--- config.mk ---
export PLATFORM = sky130hd
export DESIGN_NAME = fetch_stage
export DESIGN_NICKNAME = d
export VERILOG_FILES = /design/src/rtl/fetch_stage.sv
export SDC_FILE = /design/constraint.sdc
export NUM_CORES = 1
export LEC_CHECK = 0
export ABC_AREA = 1
export CAP_MARGIN = 25
export CORE_MARGIN = 2
export CORE_UTILIZATION = 50
export CTS_BUF_LIST = sky130_fd_sc_hd__clkbuf_8
export DETAILED_ROUTE_END_ITERATION = 12
export DONT_BUFFER_PORTS = 1
export PLACE_DENSITY_LB_ADDON = 0.12
export SLEW_MARGIN = 20
export SYNTH_ARGS = -nofsm -noshare
export SYNTH_HDL_FRONTEND = slang
export SYNTH_SLANG_ARGS = --single-unit
--- constraint.sdc ---
create_clock -name clk -period 1.6 [get_ports clk]
set_input_delay 0.08 -clock clk [delete_from_list [all_inputs] [get_ports clk]]
set_output_delay 0.08 -clock clk [all_outputs]
set_load 0.02 [all_outputs]
--- src/rtl/fetch_stage.sv ---
// Instruction-fetch stage: owns the PC, drives instruction memory and fills the
// IF/ID pipeline register, honouring reset > redirect > stall > sequential fetch.
module fetch_stage #(
    parameter int                    DATA_WIDTH = 32,
    parameter logic [DATA_WIDTH-1:0] RESET_PC   = 32'hBFC00000,
    parameter logic [DATA_WIDTH-1:0] NOP_INSTR  = 32'h00000013
) (
    input  logic                  clk,
    input  logic                  rst,
    input  logic                  stall,
    input  logic                  pc_sel,
    input  logic [DATA_WIDTH-1:0] branch_target,
    output logic [DATA_WIDTH-1:0] instr_addr,
    input  logic [DATA_WIDTH-1:0] instr_in,
    output logic [DATA_WIDTH-1:0] instr_d,
    output logic [DATA_WIDTH-1:0] pc_d,
    output logic [DATA_WIDTH-1:0] pc_plus4_d,
    output logic                  valid_d,
    output logic                  misaligned,
    output logic [31:0]           redirect_count
);

    localparam logic [DATA_WIDTH-1:0] PC_STEP = DATA_WIDTH'(4);
    localparam logic [31:0]           CNT_MAX = 32'hFFFFFFFF;

    logic [DATA_WIDTH-1:0] pc_q,         pc_d_s;
    logic [DATA_WIDTH-1:0] if_instr_q,   if_instr_d;
    logic [DATA_WIDTH-1:0] if_pc_q,      if_pc_d;
    logic [DATA_WIDTH-1:0] if_pc4_q,     if_pc4_d;
    logic                  if_valid_q,   if_valid_d;
    logic                  misalign_q,   misalign_d;
    logic [31:0]           redir_cnt_q,  redir_cnt_d;
    logic [DATA_WIDTH-1:0] pc_plus4_s;

    assign pc_plus4_s = pc_q + PC_STEP;

    // Next-state selection for the PC, IF/ID register and redirect bookkeeping.
    always_comb begin
        pc_d_s      = pc_q;
        if_instr_d  = if_instr_q;
        if_pc_d     = if_pc_q;
        if_pc4_d    = if_pc4_q;
        if_valid_d  = if_valid_q;
        misalign_d  = 1'b0;
        redir_cnt_d = redir_cnt_q;

        if (pc_sel) begin
            // Flush wins over stall so a redirect is never dropped; pc_d/pc_plus4_d hold.
            pc_d_s      = {branch_target[DATA_WIDTH-1:1], 1'b0};
            if_instr_d  = NOP_INSTR;
            if_valid_d  = 1'b0;
            misalign_d  = branch_target[1];
            redir_cnt_d = (redir_cnt_q == CNT_MAX) ? redir_cnt_q : redir_cnt_q + 32'd1;
        end else if (stall) begin
            pc_d_s = pc_q;
        end else begin
            pc_d_s     = pc_plus4_s;
            if_instr_d = instr_in;
            if_pc_d    = pc_q;
            if_pc4_d   = pc_plus4_s;
            if_valid_d = 1'b1;
        end
    end

    // State registers with synchronous reset taking priority over everything.
    always_ff @(posedge clk) begin
        if (rst) begin
            pc_q        <= RESET_PC;
            if_instr_q  <= NOP_INSTR;
            if_pc_q     <= '0;
            if_pc4_q    <= '0;
            if_valid_q  <= 1'b0;
            misalign_q  <= 1'b0;
            redir_cnt_q <= 32'd0;
        end else begin
            pc_q        <= pc_d_s;
            if_instr_q  <= if_instr_d;
            if_pc_q     <= if_pc_d;
            if_pc4_q    <= if_pc4_d;
            if_valid_q  <= if_valid_d;
            misalign_q  <= misalign_d;
            redir_cnt_q <= redir_cnt_d;
        end
    end

    assign instr_addr     = pc_q;
    assign instr_d        = if_instr_q;
    assign pc_d           = if_pc_q;
    assign pc_plus4_d     = if_pc4_q;
    assign valid_d        = if_valid_q;
    assign misaligned     = misalign_q;
    assign redirect_count = redir_cnt_q;

endmodule

==> results of run 1 <==
[critical path, cell delays in order, from the launching register on]
cell,delay [ns]
dfxtp_1,0.42
nand2_1,0.19
nor2_2,0.20
nand2_1,0.15
nor2_4,0.15
nand3_1,0.09
nand2_1,0.10
nand2_1,0.08
a21oi_1,0.14
[power groups by stage]
| stage | clock network, uW | logic [uW] | registers (uW) |
|---|---|---|---|
| floorplan | 0 | 474 | 4500 |
| global placement | 0 | 690 | 4450 |
| detailed placement | 0 | 696 | 4450 |
| CTS | 3360 | 841 | 4360 |
| global route | 3510 | 959 | 4390 |
| finish | 3330 | 863 | 4370 |
[per-layer routing]
| metal | GRT usage | routed length, um | vias up | share of wire |
|---|---|---|---|---|
| li1 | - | - | 3694 | - |
| met1 | 0.383 | 10100 | 3357 | 0.44 |
| met2 | 0.436 | 10000 | 293 | 0.44 |
| met3 | 0.0907 | 2040 | 46 | 0.090 |
| met4 | 0.110 | 645 | 0 | 0.028 |
| met5 | 0 | 0 | - | 0 |
[cell families (layout without fill, tap and decap cells)]
logic type,count (synthesis),after routing,synth area share
and+or+nand+nor,597,597,0.329
AOI/OAI and AO/OA,188,188,0.146
DFF,158,158,0.428
buffers and inverters,119,249,0.0708
xor gates and xnor gates,19,19,0.0225
adders and majority gates,2,2,0.00338
other,1,3,0.000507
[state kept, by name, indices dropped and copies added, names as in the netlist]
register	cells
pc_d	31
pc_plus4_d	30
instr_addr	31
misaligned	1
redirect_count	32
valid_d	1
instr_d	32
[final cells by class]
cell class | count | area [um^2]
fill | 1304 | 5160
multi-input combinational | 809 | 3860
sequential | 158 | 3200
timing repair buffer | 150 | 1330
clock buffer | 19 | 262
inverter | 67 | 251
tap | 184 | 230
clock inverter | 13 | 180
[synthesized netlist by cell type (all sizes together) (7+ instances only)]
library cell  number  area, um^2
a21oi            117         661
a221oi             7        61.3
a31oi              9        56.3
buf               16         135
clkbuf            36         136
dfxtp            158        3160
inv               67         251
nand2            396        1560
nand3             46         230
nor2             146         584
o21ai             46         230
xor2              13         114
[what timing repair did]
| item | in CTS | in global routing |
|---|---|---|
| endpoints found under the hold margin | 127 | 77 |
| pin swaps | 0 | 2 |
| setup buffers | 0 | 1 |
| endpoints found under the setup margin | 1 | 58 |
| gates resized for setup | 1 | 58 |
[stage by stage]
step / hold WS (ns) / cell area, um^2 / power (uW) / util
final: -0.331 / 9320 / 8560 / 0.643
after global routing: -0.364 / 9320 / 8860 / 0.643
after CTS: -0.363 / 9160 / 8560 / 0.632
after detailed placement: 0.145 / 8130 / 5150 / 0.562
after global placement: 0.144 / 8130 / 5140 / 0.562
after floorplan: 0.193 / 7450 / 4970 / -
[path summary, 6_finish.rpt]
path / to / cells past startpoint
max: pc_plus4_d[31]$_SDFFE_PP0P_ / 8
min reg2reg: redirect_count[11]$_SDFFE_PP0P_ / 2
min: redirect_count[6]$_SDFFE_PP0P_ / 1
max reg2reg: pc_plus4_d[31]$_SDFFE_PP0P_ / 8
==> summary.txt, run 1 <==
Run status
  – Outcome: finished with violations
  – Failing checks: hold timing

GRT
  – First-pass GRT wire length: around 36000 um
  – Grt total ovfl: 0
  – Largest net degree at the start of global routing: 92
  – Initial antenna violation count: 0
  – Vias in the first global route: 7034
  – Total GRT Usage: 0.287

Route
  – Routed Antenna Nets: 0
  – Routed len/inst: 16.3 um
  – Starting DRT DRC Count: 486
  – Final wirelength: about 23000 um
  – Vias/cell: 5.28
  – # DRC: 0
  – Pre-antenna DRT Iters: 8
  – Vias: about 7400

Floorplanning
  – Num rows: 44
  – Placeable Area: 14500 um^2
  – Full die area: 15800 um^2
  – IO Pins: 230
  – Initial cell density of the core: 0.511
  – Die Y: ~130 um
  – Die Wd: 126 um

Clock tree
  – CTS tree: done
  – Worst-Skew Late Latency: around 0.47 ns
  – Clk sinks: about 160
  – Clk buf depth: 2
  – CTS Root Cell: clkbuf_8
  – Clock-pin slew on the worst setup and hold paths: around 0.09 ns
  – H-tree depth: 4
  – Number of buffers created by CTS: 17
  – Hold Buf Count CTS: 57

Yosys
  – Post-synth cell types: 33
  – Yosys reg bits: 158
  – Post-synth EDFFs: 0
  – Mapped Cells: 1084
  – Sequential element share of the synthesized area: 0.428
  – Synthesized area per cell: 6.82 um^2
  – Yosys warnings: 0
  – Predominant post-synthesis flop cell: dfxtp_1
  – Async S/R FF share, synth: 0
  – Syn Std Cell Area: 7390 um^2

STA
  – Final worst path period share: 0.983
  – RSZ-0062 raised after global routing: true
  – Hold violation count in the final report: 77
  – Worst-Margin Slew: 0.508 ns
  – Max-slew violations: 0
  – Max-slew headroom: 0.662
  – Crit path time final: 1.57 ns
  – WHS: -0.331 ns
  – Final WS setup: 0.0271 ns
  – Max frequency: 636 MHz
  – Clk_skew: 0.0109 ns
  – Setup TNS Final: 0 ns
  – Setup Viol. Count Final: 0

Setup path
  – Worst flop-to-flop path startpoint: instr_addr[9]$_SDFFE_PP0P_
  – Worst Path Arrival: roughly 2.0 ns
  – CP required: 2.00 ns
  – FF-to-FF setup slack: 0.03 ns
  – Worst setup path class: reg -> reg
  – Worst Setup SP: instr_addr[9]$_SDFFE_PP0P_
  – Crit. End Element: flop
  – Crit Path Max Fanout: 5
  – CP startpoint kind: flop

Placement
  – DP HPWL: 15400 um
  – DP Cell Count: 1311
  – RePlAce Congestion: 0.946
  – IO Port Bufs: 0
  – Setup slack at placement: between 0.02 and 0.03 ns

Finish
  – Nets: 1273
  – Most frequent cells in the layout: nand2_1 (370), dfxtp_1 (132), nor2_1 (114)
  – Post-route insts no fill: 1400
  – Layout overhead on the synthesized area: 26.0%
  – Layout cells sized above 1: 0.201
  – Commonest non-fill, non-tap cell in the layout: nand2_1
  – Antenna cell count: 0

Pwr
  – Clock Power Share: 0.389
  – PD cells: 919 nW/um^2
  – Flop pwr share: 0.510
  – Internal power: just over 6000 uW
  – Sw Pwr: between 2000 and 2500 uW
  – Comb power frac: 0.101
  – Sw frac: 0.286
  – P_leak: 0.00368 uW
  – Peak supply drop: 0.603 mV

Hold path
  – Hold crit path type: in -> reg
  – Hold Startpoint: rst

Flow run
  – MaxCap Viol Count: 0
(Power assumes the default switching activity.)
==> inputs of run 2 (changes only) <==
- CORE_UTILIZATION: 50 -> 60
- CTS_CLUSTER_SIZE: default -> 28
- PLACE_DENSITY: default -> 0.79
- PLACE_DENSITY_LB_ADDON: 0.12 -> default
==> run 2 against run 1 <==
Compared with the run above: the run ends with hold timing, setup timing left; fmax fell by 4.8%; sequential power hardly changed; highest routed layer unchanged; utilization up 15 points; routed wire length rose by 9.0%; first-iteration DRC count increased by 61%; sequential share of layout area fell by 0.53 points; global-route usage rose by 6.5 points; critical path depth stayed put; critical endpoint is now redirect_count[27]$_SDFFE_PP0P_.
==> summary.txt, run 2 (same netlist as run 1, synthesis figures left out) <==
Hold path
  – Hold Path End: instr_addr[9]$_SDFFE_PP0P_ (was redirect_count[6]$_SDFFE_PP0P_)
  – Hold Startpoint: rst (unchanged)
  – Hold crit path type: in -> reg (unchanged)
  – Hold path depth: 1 (unchanged)

GRT
  – Initial antenna violation count: 0 (unchanged)
  – Grt total ovfl: 0 (unchanged)
  – First-pass GRT wire length: 36600 um (was 36500 um)
  – Largest net degree at the start of global routing: 92 (unchanged)
  – Total GRT Usage: 0.352 (was 0.287)
  – Vias in the first global route: 7175 (was 7034)

Placement
  – DP HPWL: 15500 um (was 15400 um)
  – RePlAce Congestion: 0.970 (was 0.946)
  – IO Port Bufs: 0 (unchanged)
  – Post-place instance area: 8110 um^2 (was 8130 um^2)

STA
  – Crit path time final: 1.65 ns (was 1.57 ns)
  – Max-slew headroom: 0.321 (was 0.662)
  – Max frequency: 605 MHz (was 636 MHz)
  – Max-slew violations: 0 (unchanged)
  – Final WS setup: -0.0516 ns (was 0.0271 ns)
  – Clk_skew: 0.0106 ns (was 0.0109 ns)
  – Worst-Margin Slew: 1.02 ns (was 0.508 ns)
  – Final worst path period share: 1.03 (was 0.983)
  – RSZ-0062 raised after global routing: true (unchanged)
  – Setup Viol. Count Final: 10 (was 0)
  – WHS: -0.306 ns (was -0.331 ns)
  – Hold violation count in the final report: 75 (was 77)

Setup path
  – CP required: 2.00 ns (about the same)
  – Cell chain of the critical path: nand2_1 > nor2_1 > nand2_1 > nor2_1 > nand3_1 > nand2_1 > nand2_2 > a21oi_2 (was nand2_1 > nor2_2 > nand2_1 > nor2_4 > nand3_1 > nand2_1 > nand2_1 > a21oi_1)
  – Worst Path Arrival: 2.05 ns (was 1.98 ns)
  – CP startpoint kind: flop (unchanged)
  – Crit. End Element: flop (unchanged)
  – R2R Path End: redirect_count[27]$_SDFFE_PP0P_ (was pc_plus4_d[31]$_SDFFE_PP0P_)
  – Worst setup path class: reg -> reg (unchanged)
  – Crit-path slowest cell: dfxtp_2 (was dfxtp_1)
  – CP dominant cell by count: nand2_1 (unchanged)
  – FF-to-FF setup slack: -0.05 ns (was 0.03 ns)
  – Reg2Reg Depth: 8 (unchanged)
  – Crit-path max cell delay: 0.39 ns (was 0.42 ns)
  – Worst flop-to-flop path startpoint: redirect_count[10]$_SDFFE_PP0P_ (was instr_addr[9]$_SDFFE_PP0P_)
  – Crit Path Max Fanout: 5 (unchanged)

Clock tree
  – Clk buf depth: 2 (unchanged)
  – H-tree depth: 4 (unchanged)
  – Worst-Skew Late Latency: 0.46 ns (was 0.47 ns)
  – Clock-pin slew on the worst setup and hold paths: 0.08 ns (was 0.09 ns)
  – Number of buffers created by CTS: 17 (unchanged)
  – CTS Root Cell: clkbuf_8 (unchanged)
  – Hold Buf Count CTS: 59 (was 57)
  – Clk sinks: 158 (unchanged)
  – CTS tree: done (unchanged)

Finish
  – Layout overhead on the synthesized area: 28.2% (was 26.0%)
  – Antenna cell count: 0 (unchanged)
  – Most frequent cells in the layout: nand2_1 (355), dfxtp_1 (128), nor2_1 (113) (was nand2_1 (370), dfxtp_1 (132), nor2_1 (114))
  – FILL cells: 845 (was 1304)
  – Commonest non-fill, non-tap cell in the layout: nand2_1 (unchanged)
  – Post-route design area: 9480 um^2 (was 9320 um^2)
  – Multi-input logic area: 3940 um^2 (was 3860 um^2)
  – FF/Latch Area: 3210 um^2 (was 3200 um^2)
  – Layout cells sized above 1: 0.221 (was 0.201)
  – Nets: 1286 (was 1273)

Route
  – Vias/cell: 5.76 (was 5.28)
  – Starting DRT DRC Count: 783 (was 486)
  – Routed Antenna Nets: 0 (unchanged)
  – # DRC: 0 (unchanged)
  – Routed len/inst: 18.1 um (was 16.3 um)
  – Vias: 7919 (was 7390)
  – Final wirelength: 24800 um (was 22800 um)
  – Pre-antenna DRT Iters: 5 (was 8)

Pwr
  – P_leak: 0.00380 uW (was 0.00368 uW)
  – PD cells: 887 nW/um^2 (was 919 nW/um^2)
  – Pwr Total: 8400 uW (was 8560 uW)
  – Peak supply drop: 0.857 mV (was 0.603 mV)

Floorplanning
  – IO Pins: 230 (unchanged)
  – Die Wd: 115 um (was 126 um)
  – Placeable Area: 12000 um^2 (was 14500 um^2)
  – Initial cell density of the core: 0.615 (was 0.511)
  – Die Y: 115 um (was 126 um)
  – Num rows: 40 (was 44)
  – Full die area: 13200 um^2 (was 15800 um^2)

Run status
  – Failing checks: hold timing, setup timing (was hold timing)
  – Outcome: finished with violations (unchanged)

Flow run
  – MaxCap Viol Count: 0 (unchanged)
run 2: cell types whose count changed in the layout (fill, tap and decap cells not counted), sizes merged:
cell / change
clkinvlp: -2
bufinv: -1
dlygate4sd3: +4
clkinv: +2
inv: -2
buf: +7
clkbuf: +5
run 2: where the power goes:
part	internal (uW)	switching (uW)	leakage, uW
Combinational	385	550	0.00227
Clock	1590	1500	0.000218
Sequential	4100	279	0.00131
run 2: cell type report:
cell class	instances	area share
tap	147	0.0194
clock inverter	10	0.0118
clock buffer	22	0.0320
inverter	67	0.0277
timing repair buffer	163	0.155
sequential	158	0.339
multi-input combinational	809	0.415
run 2: through the flow:
stage                     TNS [ns]   util  cells  setup WS (ns)
after global placement           0  0.675   1277         0.0658
after global routing         -1.01  0.789   1376        -0.0763
after floorplan                  0      -   1086       0.000634
final                       -0.187  0.789   1376        -0.0516
after detailed placement         0  0.675   1277         0.0273
after CTS                        0  0.760   1368        0.00665
run 2: how the worst max path moves through the flow:
stage | cells past startpoint | slack (ns) | from | endpoint
2_1_floorplan | 11 | 0.0006 | redirect_count[1]$_SDFFE_PP0P_ | redirect_count[12]$_SDFFE_PP0P_
3_3_place_gp | 9 | 0.07 | instr_addr[9]$_SDFFE_PP0P_ | pc_plus4_d[31]$_SDFFE_PP0P_
3_5_place_dp | 7 | 0.03 | instr_addr[3]$_SDFFE_PP0P_ | pc_plus4_d[18]$_SDFFE_PP0P_
4_1_cts | 10 | 0.007 | redirect_count[1]$_SDFFE_PP0P_ | redirect_count[5]$_SDFFE_PP0P_
5_1_grt | 9 | -0.08 | redirect_count[14]$_SDFFE_PP0P_ | redirect_count[31]$_SDFFE_PP0P_
6_report | 8 | -0.05 | redirect_count[10]$_SDFFE_PP0P_ | redirect_count[27]$_SDFFE_PP0P_
run 2: critical path, delay by kind of cell, from the launching register on:
kind / cells / cell delay, ns
AND/OR/NAND/NOR: 7 / 1.10
flip-flops: 1 / 0.39
AO/OA/AOI/OAI: 1 / 0.10
run 2: layer usage:
layer / up-vias / part of all wire / GRT usage
li1: 3716 / - / -
met1: 3623 / 0.39 / 0.450
met2: 494 / 0.47 / 0.554
met3: 86 / 0.11 / 0.120
met4: 0 / 0.033 / 0.134
met5: - / 0 / 0
run 2: repair_timing:
item / in CTS / in global routing
setup endpoints to repair: 3 / 70
pin swaps: 0 / 10
buffers inserted: 0 / 5
endpoints found under the hold margin: 125 / 75
gates cloned: 0 / 3
gates resized for setup: 2 / 86
